## src/rtl/waterfall_led_driver.sv

```systemverilog
// Waterfall LED driver: synchronises a slow position input, keeps a decaying
// brightness trail per LED and renders it with a 4-phase PWM.
module waterfall_led_driver #(
  parameter int unsigned PRESCALE = 256
) (
  input  logic       clk,
  input  logic       clr,
  input  logic [2:0] pos,
  input  logic       blank,
  output logic [7:0] led,
  output logic       dir,
  output logic       step
);

  localparam int unsigned CW = (PRESCALE > 1) ? $clog2(PRESCALE) : 1;
  localparam logic [CW-1:0] CNT_MAX = CW'(PRESCALE - 1);

  logic [2:0]    s1, s2, s3;
  logic [2:0]    cur_pos;
  logic [1:0]    lvl     [8];
  logic [1:0]    lvl_nxt [8];
  logic [CW-1:0] cnt;
  logic [1:0]    ph;
  logic          accept;
  logic [7:0]    led_nxt;

  // A position counts only once two consecutive synchronised samples agree.
  assign accept = (s2 == s3) && (s2 != cur_pos);

  // NOTE: every always_comb output gets a default first, so no path can infer a latch.
  always_comb begin
    for (int i = 0; i < 8; i++) begin
      lvl_nxt[i] = lvl[i];
      if (accept) lvl_nxt[i] = (lvl[i] == 2'd0) ? 2'd0 : lvl[i] - 2'd1;
    end
    if (accept) lvl_nxt[s2] = 2'd3;
  end

  always_comb begin
    led_nxt = '0;
    for (int i = 0; i < 8; i++)
      led_nxt[i] = !blank && ((lvl[i] == 2'd3) || (lvl[i] > ph));
  end

  // NOTE: sequential state uses non-blocking assignments only; the small level
  // array is reset explicitly because the trail must restart from LED 0.
  always_ff @(posedge clk) begin
    if (clr) begin
      s1      <= '0;
      s2      <= '0;
      s3      <= '0;
      cur_pos <= '0;
      for (int i = 0; i < 8; i++) lvl[i] <= (i == 0) ? 2'd3 : 2'd0;
      cnt     <= '0;
      ph      <= '0;
      dir     <= 1'b1;
      step    <= 1'b0;
      led     <= '0;
    end else begin
      s1 <= pos;
      s2 <= s1;
      s3 <= s2;
      for (int i = 0; i < 8; i++) lvl[i] <= lvl_nxt[i];
      step <= accept;
      if (accept) begin
        cur_pos <= s2;
        dir     <= (s2 > cur_pos);
      end
      if (cnt == CNT_MAX) begin
        cnt <= '0;
        ph  <= ph + 2'd1;
      end else begin
        cnt <= cnt + CW'(1);
      end
      led <= led_nxt;
    end
  end

endmodule

```

## config.mk

```make
export PLATFORM = sky130hd
export DESIGN_NAME = waterfall_led_driver
export DESIGN_NICKNAME = d
export VERILOG_FILES = /design/src/rtl/waterfall_led_driver.sv
export SDC_FILE = /design/constraint.sdc
export NUM_CORES = 1
export LEC_CHECK = 0
export CAP_MARGIN = 30
export CORE_MARGIN = 5
export CORE_UTILIZATION = 58
export DETAILED_ROUTE_END_ITERATION = 12
export PLACE_DENSITY = 0.81
export SLEW_MARGIN = 10
export SYNTH_ARGS = -nofsm -noshare
export SYNTH_HDL_FRONTEND = slang
export SYNTH_SLANG_ARGS = --single-unit
```

## constraint.sdc

```tcl
create_clock -name clk -period 1.76 [get_ports clk]
set_input_delay 0.352 -clock clk [delete_from_list [all_inputs] [get_ports clk]]
set_output_delay 0.352 -clock clk [all_outputs]
set_load 0.005 [all_outputs]
```

**After elaboration in Yosys (flattened, before gate mapping)**

Memories as Yosys holds them, arrays and structs flattened.
Cells that the tools add are included.

- Register bits after elaboration: 32
- Bits in writable memories: 16
- Bits of input ports: 6
- Output and inout bits: 10
- Word-level logic and storage cells: 110
- Memories kept: 1

Memory list:

| name | depth | bits a word | rd ports | clocked after Yosys merged registers in | write ports | RTL line | text |
|---|---|---|---|---|---|---|---|
| lvl | 8 | 2 | 8 | 0 | 8 | 20 | `logic [1:0] lvl [8];` |

- Add/sub/neg operators: 10
- Magnitude comparators: 11
- Equal/unequal tests: 11
- Mux-type cells: 30
- Bitwise logic cells: 10
- Reduce and logical (&&, ||, !) cells: 28

Operators by type and width:

| operator | number |
|---|---|
| two-way mux 2 bit | 25 |
| equality test 2 bit (second input constant) | 8 |
| greater-than comparator 2 bit | 8 |
| zero test 2 bit | 8 |
| two-way mux 16 bit | 1 |
| bitwise OR 16 bit | 1 |
| subtractor 2 x 1 -> 2 bit (second input constant) | 8 |
| logical AND 1 bit | 10 |
| adder 8 x 1 -> 8 bit (second input constant) | 1 |
| equality test 8 bit (second input constant) | 1 |
| logical OR 1 bit | 8 |
| bitwise OR 1 bit | 8 |
| demux 2 bit (select 3 bit) | 1 |
| greater-or-equal comparator 4 bit (second input constant) | 1 |
| less-than comparator 4 x 1 -> 1 bit (second input constant) | 1 |
| inverter 3 -> 4 bit | 1 |
| equality test 3 bit | 1 |
| greater-than comparator 3 bit | 1 |
| two-way mux 1 bit | 3 |
| inequality test 3 bit | 1 |
| adder 2 x 1 -> 2 bit (second input constant) | 1 |
| OR reduction 2 bit | 1 |
| zero test 1 bit | 1 |

**Logic depth before layout (Yosys ltp)**

Gate-level depths: netlist (run 1).

- Depth in word-level cells: 8
- Gate-level depth with buffers: 9
- Mapped depth without buffers: 6

**Least setup slack after synthesis (run 1)**

Ideal clock, no wire load.

- Path kind: flip-flop to flip-flop
- Start point: register s2[0]
- End point: memory lvl[3][1] (netlist: lvl[0][7])
- Library setup time: 100 ps
- Arrival time: 1504 ps
- Required time: 1660 ps
- Setup slack: 156 ps
- Stages on the path, launching flop included: 9
- Buffers on the path: 2
- Period minus slack after synthesis: 1604 ps
- Cells stage by stage: dfxtp_1 -> buf_6 -> inv_1 -> ha_1 -> nand3_1 -> and4_1 -> buf_6 -> nor2_4 -> a2111oi_4

RTL lines:

| item | RTL line | text |
|---|---|---|
| start, declared | 18 | `logic [2:0] s1, s2, s3;` |
| start signal, assigned | 50 | `s2 <= '0;` |
| start signal, assigned | 61 | `s2 <= s1;` |
| end, declared | 20 |  |

==> results of run 1 <==
[registers in the layout, indices dropped and copies added (netlist names)]
register / count
led: 8
ph: 2
s3: 3
cnt: 8
cur_pos: 3
step: 1
s2: 3
lvl: 16
s1: 3
dir: 1
[report_power, final]
part | total (W) | switching [W] | internal (W)
clock | 0.000836 | 0.000372 | 0.000465
combinational | 0.000320 | 0.000173 | 0.000147
sequential | 0.00117 | 0.0000358 | 0.00114
total | 0.00233 | 0.000580 | 0.00175
[stage by stage]
stage	setup TNS, ns	instances	total power (W)
after floorplan	0	255	0.00142
after global placement	0	316	0.00149
after detailed placement	0	316	0.00150
after CTS	0	324	0.00233
after global routing	-0.224	325	0.00243
final	0	325	0.00233
[cell families after synthesis]
| kind of cell | Yosys count | share of synthesized area, % |
|---|---|---|
| flops | 48 | 41.9 |
| xor+xnor | 9 | 3.77 |
| buf+inv | 30 | 7.43 |
| simple gates | 88 | 19.2 |
| fa+ha+maj | 20 | 10.9 |
| compound gates | 60 | 16.8 |
[worst paths after layout]
| check | slack [ns] | from | end |
|---|---|---|---|
| worst min-delay path | 0.44 | s1[1] | s2[1] |
| worst max-delay path | 0.06 | s2[0] | lvl[0][6] |
| worst min register to register | 0.44 | s1[1] | s2[1] |
| worst max register to register | 0.06 | s2[0] | lvl[0][6] |
[per-layer routing]
layer | global-route usage, % | vias to the layer above | routed length, µm
met5 | 0 | - | 0
met4 | 9.84 | 0 | 148
met3 | 4.27 | 14 | 229
met2 | 27.5 | 39 | 2040
met1 | 20.9 | 826 | 1880
li1 | - | 910 | -
[cells in the final DEF, fill, tap and decap left out, drive strengths merged, types with 2 or more instances in the layout]
| cell type | Yosys | final |
|---|---|---|
| buf | 8 | 11 |
| nor2b | 16 | 16 |
| nor2 | 19 | 19 |
| or2 | 2 | 2 |
| ha | 20 | 20 |
| and2 | 2 | 2 |
| nand3 | 7 | 7 |
| clkbuf | 4 | 6 |
| nor3 | 3 | 3 |
| nand4 | 2 | 2 |
| nand2 | 29 | 29 |
| or3 | 2 | 2 |
| a211oi | 6 | 6 |
| clkdlybuf4s50 | 0 | 15 |
| a221oi | 3 | 3 |
| a211o | 2 | 2 |
| xnor2 | 7 | 7 |
| inv | 18 | 18 |
| xor2 | 2 | 2 |
| dfxtp | 48 | 48 |
| a21oi | 24 | 24 |
| o21ai | 19 | 19 |
[worst register-to-register path: cells and delay by family (launching register included)]
kind / cells / cell delay, ns
buf+inv: 2 / 0.27
compound gates: 1 / 0.12
fa+ha+maj: 1 / 0.31
simple gates: 3 / 0.61
flops: 1 / 0.33
[cell type report]
cell class	count	area, µm²
clock inverter	2	38.8
clock buffer	6	82.6
timing repair buffer	26	236
multi-input combinational	177	1180
inverter	18	67.6
tap	48	60.1
fill	315	1120
sequential	48	961
[cells in the mapped netlist (3+ instances only)]
cell      instances
dfxtp_1          48
nand2_1          29
a21oi_1          24
ha_1             20
inv_1            18
nor2_1           18
o21ai_0          18
nor2b_1          16
buf_6             6
nand3_1           6
xnor2_1           6
a211oi_1          3
a211oi_2          3
a221oi_1          3
clkbuf_1          3
nor3_1            3
[what timing repair did]
| action | CTS | global route |
|---|---|---|
| gates resized for setup | 0 | 5 |
| setup endpoints to repair | 0 | 4 |
| hold buffers | 0 | 0 |
| setup buffers | 0 | 1 |
==> key figures, run 1 <==
Pwr
  – Leak: 1.01 nW
  – VDD IR-drop max: 526 µV
  – P per Cell Area: between 800 and 900 nW/µm²

Worst setup path
  – Worst path arrival time: ~1.9 ns
  – Slowest cell on crit path: dfxtp_1
  – Worst path required time: 1.99 ns
  – WS Path Type: flop to flop
  – Critical path cell sequence: inv_1 -> ha_1 -> nand3_1 -> nand4_1 -> buf_4 -> or3_1 -> o22ai_1
  – Crit end category: flop
  – Critical Path Source Type: flop
  – Crit path max fanout: 4
  – Family with the most delay on the worst path: simple AND/OR/NAND/NOR gates
  – Worst Path Buf+Inv: 2
  – Worst path depth: 7
  – R2R cell count: 7
  – CP max stage delay: around 0.33 ns

Global route
  – Aggregate global routing overflow: 0
  – Antenna violations before repair: 0
  – Vias in the first global route: 1615
  – Global-route wire length before repair: just over 7 mm
  – Total GRT Usage: about 17%
  – Largest net degree at the start of global routing: 18

STA
  – Period minus WS final: 1.70 ns
  – Fin worst setup slack: 0.0582 ns
  – Worst clock skew: 0.0117 ns
  – Final period utilization: between 90 and 100%
  – Hold_ws: 0.437 ns
  – Final Slew Violations: 0
  – Fin. Hold Viols: 0
  – Setup violations, final: 0
  – F_max: approximately 0.59 GHz
  – Max transition margin: 73.0%
  – Slew @ Worst Pin: approximately 0.40 ns

CTS
  – Max Root-Sink Buffers: 2
  – TritonCTS clock tree: yes
  – Clk pin slew, worst setup/hold paths: 0.08 ns
  – Clock Latency Late Sink: 0.31 ns
  – Clk root buf: clkbuf_8
  – TritonCTS Buffers: 5
  – H-tree Lvls: 2
  – CTS Sinks: between 40 and 50

Placement
  – Port Buffer Count: 15
  – Placed inst area: 2470 µm²
  – Gpl congestion: 0.867
  – DPL Wire Length: 2.92 mm
  – Pre-CTS setup slack: 0.146 ns

Die
  – Initial Util: 61.2%
  – Die height: roughly 73 µm
  – IO Count: 16
  – Die Span X: 72.9 µm
  – Core area: 3740 µm²
  – Die ar.: roughly 5300 µm²
  – # rows: 22

Logic synthesis
  – Main synth FF type: dfxtp_1
  – Post-synth ARST share: 0%
  – Synth area leaders: dfxtp_1 (42%), ha_1 (11%), a21oi_1 (5.2%)
  – Syn_nets: 281
  – Post-synthesis sequential area ratio: between 40% and 50%
  – Post-synth cell types: 40
  – Yosys warns: 0
  – Mapped Cells: around 260
  – Mean post-synth cell area: 8.98 µm²
  – Area leader, netlist: dfxtp_1
  – Post-synth EDFFs: 0
  – Synth top area share: about two fifths
  – Mapped Area: 2290 µm²
  – Seq cells post-synth: 48

Drt
  – WL per Instance: between 10 and 15 µm
  – Iteration-0 DRC Markers: 114
  – DRC errors left: 0
  – Total Wirelength: 4.29 mm
  – Drt via density: 5.50
  – ANT nets after route: 0
  – 1st-pass router iterations: 4
  – Total vias in the final route: 1789

Cells and area
  – Area delta synth->final: 14.7%
  – Layout cells sized above 1: 11.9%
  – Layout Cell Area excl Fill: about 2600 µm²
  – Final net count: slightly above 300
  – Final core occ: 70.2%
  – Ant diodes: 0

Worst hold path
  – Hold depth: 1
  – Worst min-delay path class: flop to flop

Run status
  – Status: complete, no violations

Flow run
  – Max-Cap Viols: 0
Note: power is estimated with default switching activity, not from simulation.
==> run 2, diff against run 1 <==
Settings changed: DONT_BUFFER_PORTS set to 1, PLACE_DENSITY 0.81 to 0.76.
==> run 2 against run 1 <==
  * First-iteration DRC count fell by 43%
  * Non-clock buffer count shrank 18
  * Routed wire length shrank 8.1%
  * Cell count down 5.5%
==> key figures, run 2 (synthesized netlist as in run 1, its figures left out) <==
Run status
  – Status: complete, no violations

Cells and area
  – Layout cells sized above 1: 10.4%
  – Flip-flop count of the largest register after layout: 16
  – Layout Cell Area excl Fill: around 2400 µm²
  – Reg with most FFs: lvl
  – Final net count: 284
  – Most frequent cells in the layout: dfxtp_1 (48), nand2_1 (29), a21oi_1 (24), ha_1 (20)
  – Area delta synth->final: 5.57%
  – Multi-input gate area: 1170 µm²
  – Fill cells: 336
  – Ant diodes: 0
  – Leading cell type in the layout, fill and taps excluded: dfxtp_1
  – Register Area: 961 µm²
  – Biggest regs: lvl (16), cnt (8), led (8)

Die
  – Core area: 3740 µm²
  – Die ar.: 5310 µm²
  – IO Count: 16
  – Initial Util: 61.2%
  – # rows: 22
  – Die height: 72.9 µm
  – Die Span X: 72.9 µm

Drt
  – Iteration-0 DRC Markers: 65
  – 1st-pass router iterations: 4
  – Total Wirelength: 3.94 mm
  – Drt via density: 5.51
  – DRC errors left: 0
  – ANT nets after route: 0
  – Total vias in the final route: ~1700
  – WL per Instance: between 10 and 15 µm

Placement
  – DPL Wire Length: between 2 and 3 mm
  – Gpl congestion: 0.788
  – Port Buffer Count: 0
  – Placed inst area: approximately 2300 µm²

STA
  – Period minus WS final: 1.64 ns
  – Fin. Hold Viols: 0
  – Unrepaired setup endpoints after global routing: no
  – F_max: 0.611 GHz
  – Max transition margin: 76.4%
  – Final period utilization: approximately 93%
  – Setup violations, final: 0
  – Slew @ Worst Pin: ~0.35 ns
  – Setup TNS: 0 ns
  – Final Slew Violations: 0
  – Worst clock skew: 0.00555 ns

CTS
  – Clock Latency Late Sink: 0.29 ns
  – Max Root-Sink Buffers: 2
  – Clk root buf: clkbuf_8
  – Setup Fix Bufs, Post-CTS: 0
  – CTS Sinks: 48
  – Clk pin slew, worst setup/hold paths: 0.08 ns
  – H-tree Lvls: 2
  – TritonCTS Buffers: 5
  – TritonCTS clock tree: yes

Global route
  – Antenna violations before repair: 0
  – Global-route wire length before repair: roughly 7 mm
  – Met3 Usage GRT: 4.55%
  – Largest net degree at the start of global routing: 39
  – Aggregate global routing overflow: 0
  – Vias in the first global route: 1566
  – Total GRT Usage: roughly 17%
  – Most used routing layer: met2
  – Routing usage on met2: 28.2%
  – Met1 Track Usage GR: about a fifth

Pwr
  – Flop pwr share: 56.2%
  – Leak: 0.922 nW
  – Net Sw Frac: between 20% and 30%
  – Internal power: 0.00157 W
  – Combinational power share: 12.2%
  – Switch Pwr: 0.000524 W
  – Clock power frac: 31.6%
  – P per Cell Area: 866 nW/µm²
  – VDD IR-drop max: 570 µV
  – Power Total: roughly 0.0021 W

Worst hold path
  – Worst min-delay path class: input port to flop

Worst setup path
  – WS Path Type: flop to flop
  – Critical Path Source Type: flop
  – Crit path max fanout: 4
  – Family with the most delay on the worst path: simple AND/OR/NAND/NOR gates
  – Worst path required time: about 2.0 ns
  – Slowest cell on crit path: dfxtp_1
  – Critical path cell sequence: inv_1 -> ha_1 -> nand3_2 -> nand4_1 -> buf_4 -> or3_1 -> o22ai_2
  – Crit end category: flop
  – CP max stage delay: 0.33 ns
  – Worst Path Buf+Inv: 2
  – Worst path arrival time: 1.86 ns

Flow run
  – Max-Cap Viols: 0
-- run 2: changes by cell type in the layout (fill, tap and decap cells not counted), moves of 2 or more --
cell,delta
a221oi_1,+3
clkdlybuf4s50_1,-15
clkbuf_1,+2
a221oi_2,-3
buf_4,-4
-- run 2: layout make-up --
class | instances | area share [%]
flip-flops and latches | 48 | 39.7
multi-input cells | 177 | 48.5
repair buffers | 8 | 2.79
clock buffers | 8 | 3.72
inverters | 18 | 2.79
well taps | 48 | 2.48
-- run 2: timing repair --
action | 4_1_cts | 5_1_grt
hold buffers | 0 | 0
setup endpoints to repair | 0 | 11
resized for setup | 0 | 5
-- run 2: per-stage QoR --
step | util, % | cells | setup slack, ns | hold slack, ns
global placement | 61.7 | 299 | 0.184 | 0.417
finish | 64.6 | 307 | 0.122 | 0.120
global route | 64.6 | 307 | 0.0141 | 0.0975
CTS | 64.1 | 307 | 0.0658 | 0.105
detailed placement | 61.7 | 299 | 0.0996 | 0.422
floorplan | - | 255 | 0.156 | 0.412
-- run 2: layer usage --
| layer | routed length, µm | vias up |
|---|---|---|
| li1 | - | 868 |
| met2 | 1880 | 26 |
| met5 | 0 | - |
| met4 | 72 | 0 |
| met3 | 124 | 9 |
| met1 | 1870 | 788 |
-- run 2: final timing paths --
check         endpoint  cells after the start  start  slack [ns]
min          lvl[1][6]                      1    clr        0.12
min reg2reg      s2[0]                      1  s1[0]        0.44
max reg2reg  lvl[0][6]                      7  s2[0]        0.12
max          lvl[0][6]                      7  s2[0]        0.12
-- run 2: power by group through the flow --
stage	Sequential, W	Clock (W)	Combinational [W]
6_report	0.00118	0.000662	0.000256
5_1_grt	0.00118	0.000729	0.000298
3_3_place_gp	0.00120	0	0.000238
3_5_place_dp	0.00120	0	0.000246
2_1_floorplan	0.00119	0	0.000226
4_1_cts	0.00118	0.000685	0.000248
-- run 2: worst reg2reg max path, delay by kind of cell, from the launching register on --
kind,cells,cell delay (ns)
fa+ha+maj,1,0.32
compound gates,1,0.11
simple gates,3,0.53
flops,1,0.33
buf+inv,2,0.27
==> run 3, diff against run 2 <==
Settings changed: CTS_BUF_LIST set to sky130_fd_sc_hd__clkbuf_2, MAX_ROUTING_LAYER set to met4.
==> run 3 against run 2 <==
  * Non-clock buffer count increased by 3
  * Critical path depth unchanged
  * Die area unchanged
  * Routed wire length decreased by 0.10%
  * Clock power decreased by 35%
  * Sequential cell count unchanged
  * Utilization decreased by 0.33 points
  * Worst setup slack improved by 0.023 ns
  * Combinational power increased by 8.2%
  * Clock skew increased by 0.0059 ns
  * Critical path type unchanged
  * Sequential share of layout area increased by 0.26 points
==> key figures, run 3 (synthesized netlist as in run 1, its figures left out) <==
Run status
  – Status: complete, no violations

Placement
  – Gpl congestion: roughly 0.80
  – DPL Wire Length: 2.79 mm
  – Port Buffer Count: 0

STA
  – Fin. Hold Viols: 0
  – Final Slew Violations: 0
  – F_max: 0.619 GHz
  – Max transition margin: 76.4%
  – Setup violations, final: 0
  – Period minus WS final: 1.61 ns
  – Slew @ Worst Pin: 0.353 ns
  – Setup TNS: 0 ns
  – Final period utilization: 91.7%
  – Unrepaired setup endpoints after global routing: no
  – Worst clock skew: 0.0115 ns

Pwr
  – Net Sw Frac: 27.4%
  – Leak: 0.926 nW
  – Clock power frac: 22.7%
  – VDD IR-drop max: 393 µV
  – P per Cell Area: 784 nW/µm²
  – Internal power: 0.00137 W
  – Flop pwr share: 62.6%
  – Switch Pwr: 0.000516 W
  – Combinational power share: about 15%

Drt
  – Iteration-0 DRC Markers: 86
  – Total Wirelength: between 3 and 4 mm
  – WL per Instance: 12.7 µm
  – DRC errors left: 0
  – Drt via density: between 5 and 6
  – 1st-pass router iterations: 4
  – Total vias in the final route: 1657
  – ANT nets after route: 0

Worst setup path
  – FF-to-FF setup slack: 0.15 ns
  – Crit path max fanout: 4
  – R2R cell count: 7
  – Crit end category: flop
  – Worst path arrival time: 1.96 ns
  – Reg2reg start: s2[0]
  – R2R Path End: lvl[0][6]
  – Worst path required time: 2.10 ns
  – Critical Path Source Type: flop
  – WS Path Type: flop to flop

Flow run
  – Max-Cap Viols: 0

Global route
  – Global-route wire length before repair: 6.87 mm
  – Aggregate global routing overflow: 0
  – Largest net degree at the start of global routing: 33
  – Antenna violations before repair: 0
  – Vias in the first global route: 1551
  – Total GRT Usage: 16.7%

Die
  – # rows: 22
  – Die height: 72.9 µm
  – Initial Util: 61.2%
  – Core area: 3740 µm²
  – IO Count: 16
  – Die ar.: 5310 µm²
  – Die Span X: roughly 73 µm

CTS
  – TritonCTS Buffers: 5
  – H-tree Lvls: 2
  – Max Root-Sink Buffers: 2
  – Clk root buf: clkbuf_2
  – Clock Latency Late Sink: 0.40 ns
  – TritonCTS clock tree: yes
  – CTS Sinks: 48
  – Clk pin slew, worst setup/hold paths: about 0.21 ns

Worst hold path
  – Worst Hold Launch: clr
  – Hold endpoint: lvl[0][1]
  – Hold depth: 2
  – Worst min-delay path class: input port to flop

Cells and area
  – Ant diodes: 0
  – Most frequent cells in the layout: dfxtp_1 (47), nand2_1 (29), a21oi_1 (24), ha_1 (20)
  – Layout cells sized above 1: a little under an eighth
  – Final net count: roughly 290
  – Area delta synth->final: 5.02%
  – Biggest regs: lvl (16), cnt (8), led (8)
  – Leading cell type in the layout, fill and taps excluded: dfxtp_1
  – Flip-flop count of the largest register after layout: 16
  – Reg with most FFs: lvl
  – Final core occ: ~64%
-- run 3: per-stage QoR --
stage | setup slack, ns | hold slack [ns] | cells | power [W] | instance area (µm²)
2_1_floorplan | 0.156 | 0.412 | 255 | 0.00142 | 2290
3_3_place_gp | 0.184 | 0.417 | 299 | 0.00144 | 2310
3_5_place_dp | 0.0996 | 0.422 | 299 | 0.00145 | 2310
4_1_cts | 0.0614 | 0.00568 | 308 | 0.00190 | 2370
5_1_grt | 0.0268 | 0.0107 | 310 | 0.00201 | 2410
6_report | 0.145 | 0.0424 | 310 | 0.00189 | 2410
-- run 3: cell type report --
class | instances | area, µm²
inverters | 18 | 67.6
clock buffers | 7 | 35.0
repair buffers | 11 | 105
fillers | 343 | 1340
multi-input cells | 177 | 1170
well taps | 48 | 60.1
clock inverters | 1 | 3.75
flip-flops and latches | 48 | 962
-- run 3: worst max path at each step --
stage                     start   endpoint  slack, ns  cells past startpoint
after floorplan           s2[0]  lvl[0][7]       0.16                      8
after global placement    s2[0]  lvl[1][2]       0.18                      7
after detailed placement  s2[0]  lvl[1][2]        0.1                      7
after CTS                 s2[0]  lvl[1][2]       0.06                      7
after global routing      s2[0]  lvl[1][2]       0.03                      7
final                     s2[0]  lvl[0][6]       0.15                      7
-- run 3: what timing repair did --
item                       CTS  global route
hold buffers                 1             1
resized for setup            0             6
setup endpoints to repair    0            13
hold endpoints to repair    32             1
buffers inserted             0             1
-- run 3: power groups by stage --
stage          Combinational [W]  Clock, W  Sequential [W]
4_1_cts                 0.000264  0.000458         0.00118
3_3_place_gp            0.000238         0         0.00120
5_1_grt                 0.000322  0.000499         0.00119
6_report                0.000277  0.000428         0.00118
3_5_place_dp            0.000246         0         0.00120
2_1_floorplan           0.000226         0         0.00119
-- run 3: critical path, stage by stage, from the launching register on --
cell     delay [ns]
dfxtp_2        0.37
inv_1          0.07
ha_1           0.32
nand3_2        0.09
nand4_1        0.12
buf_4          0.17
or3_1          0.31
o22ai_2        0.11
-- run 3: per-layer routing --
layer | share of wire [%] | vias up | wire (µm) | global-route usage [%]
li1 | - | 877 | - | -
met1 | 47 | 755 | 1840 | 20.2
met5 | 0 | - | 0 | -
met2 | 49 | 25 | 1930 | 28.0
met4 | 0 | 0 | 0 | 5.53
met3 | 4.2 | 0 | 164 | 3.31
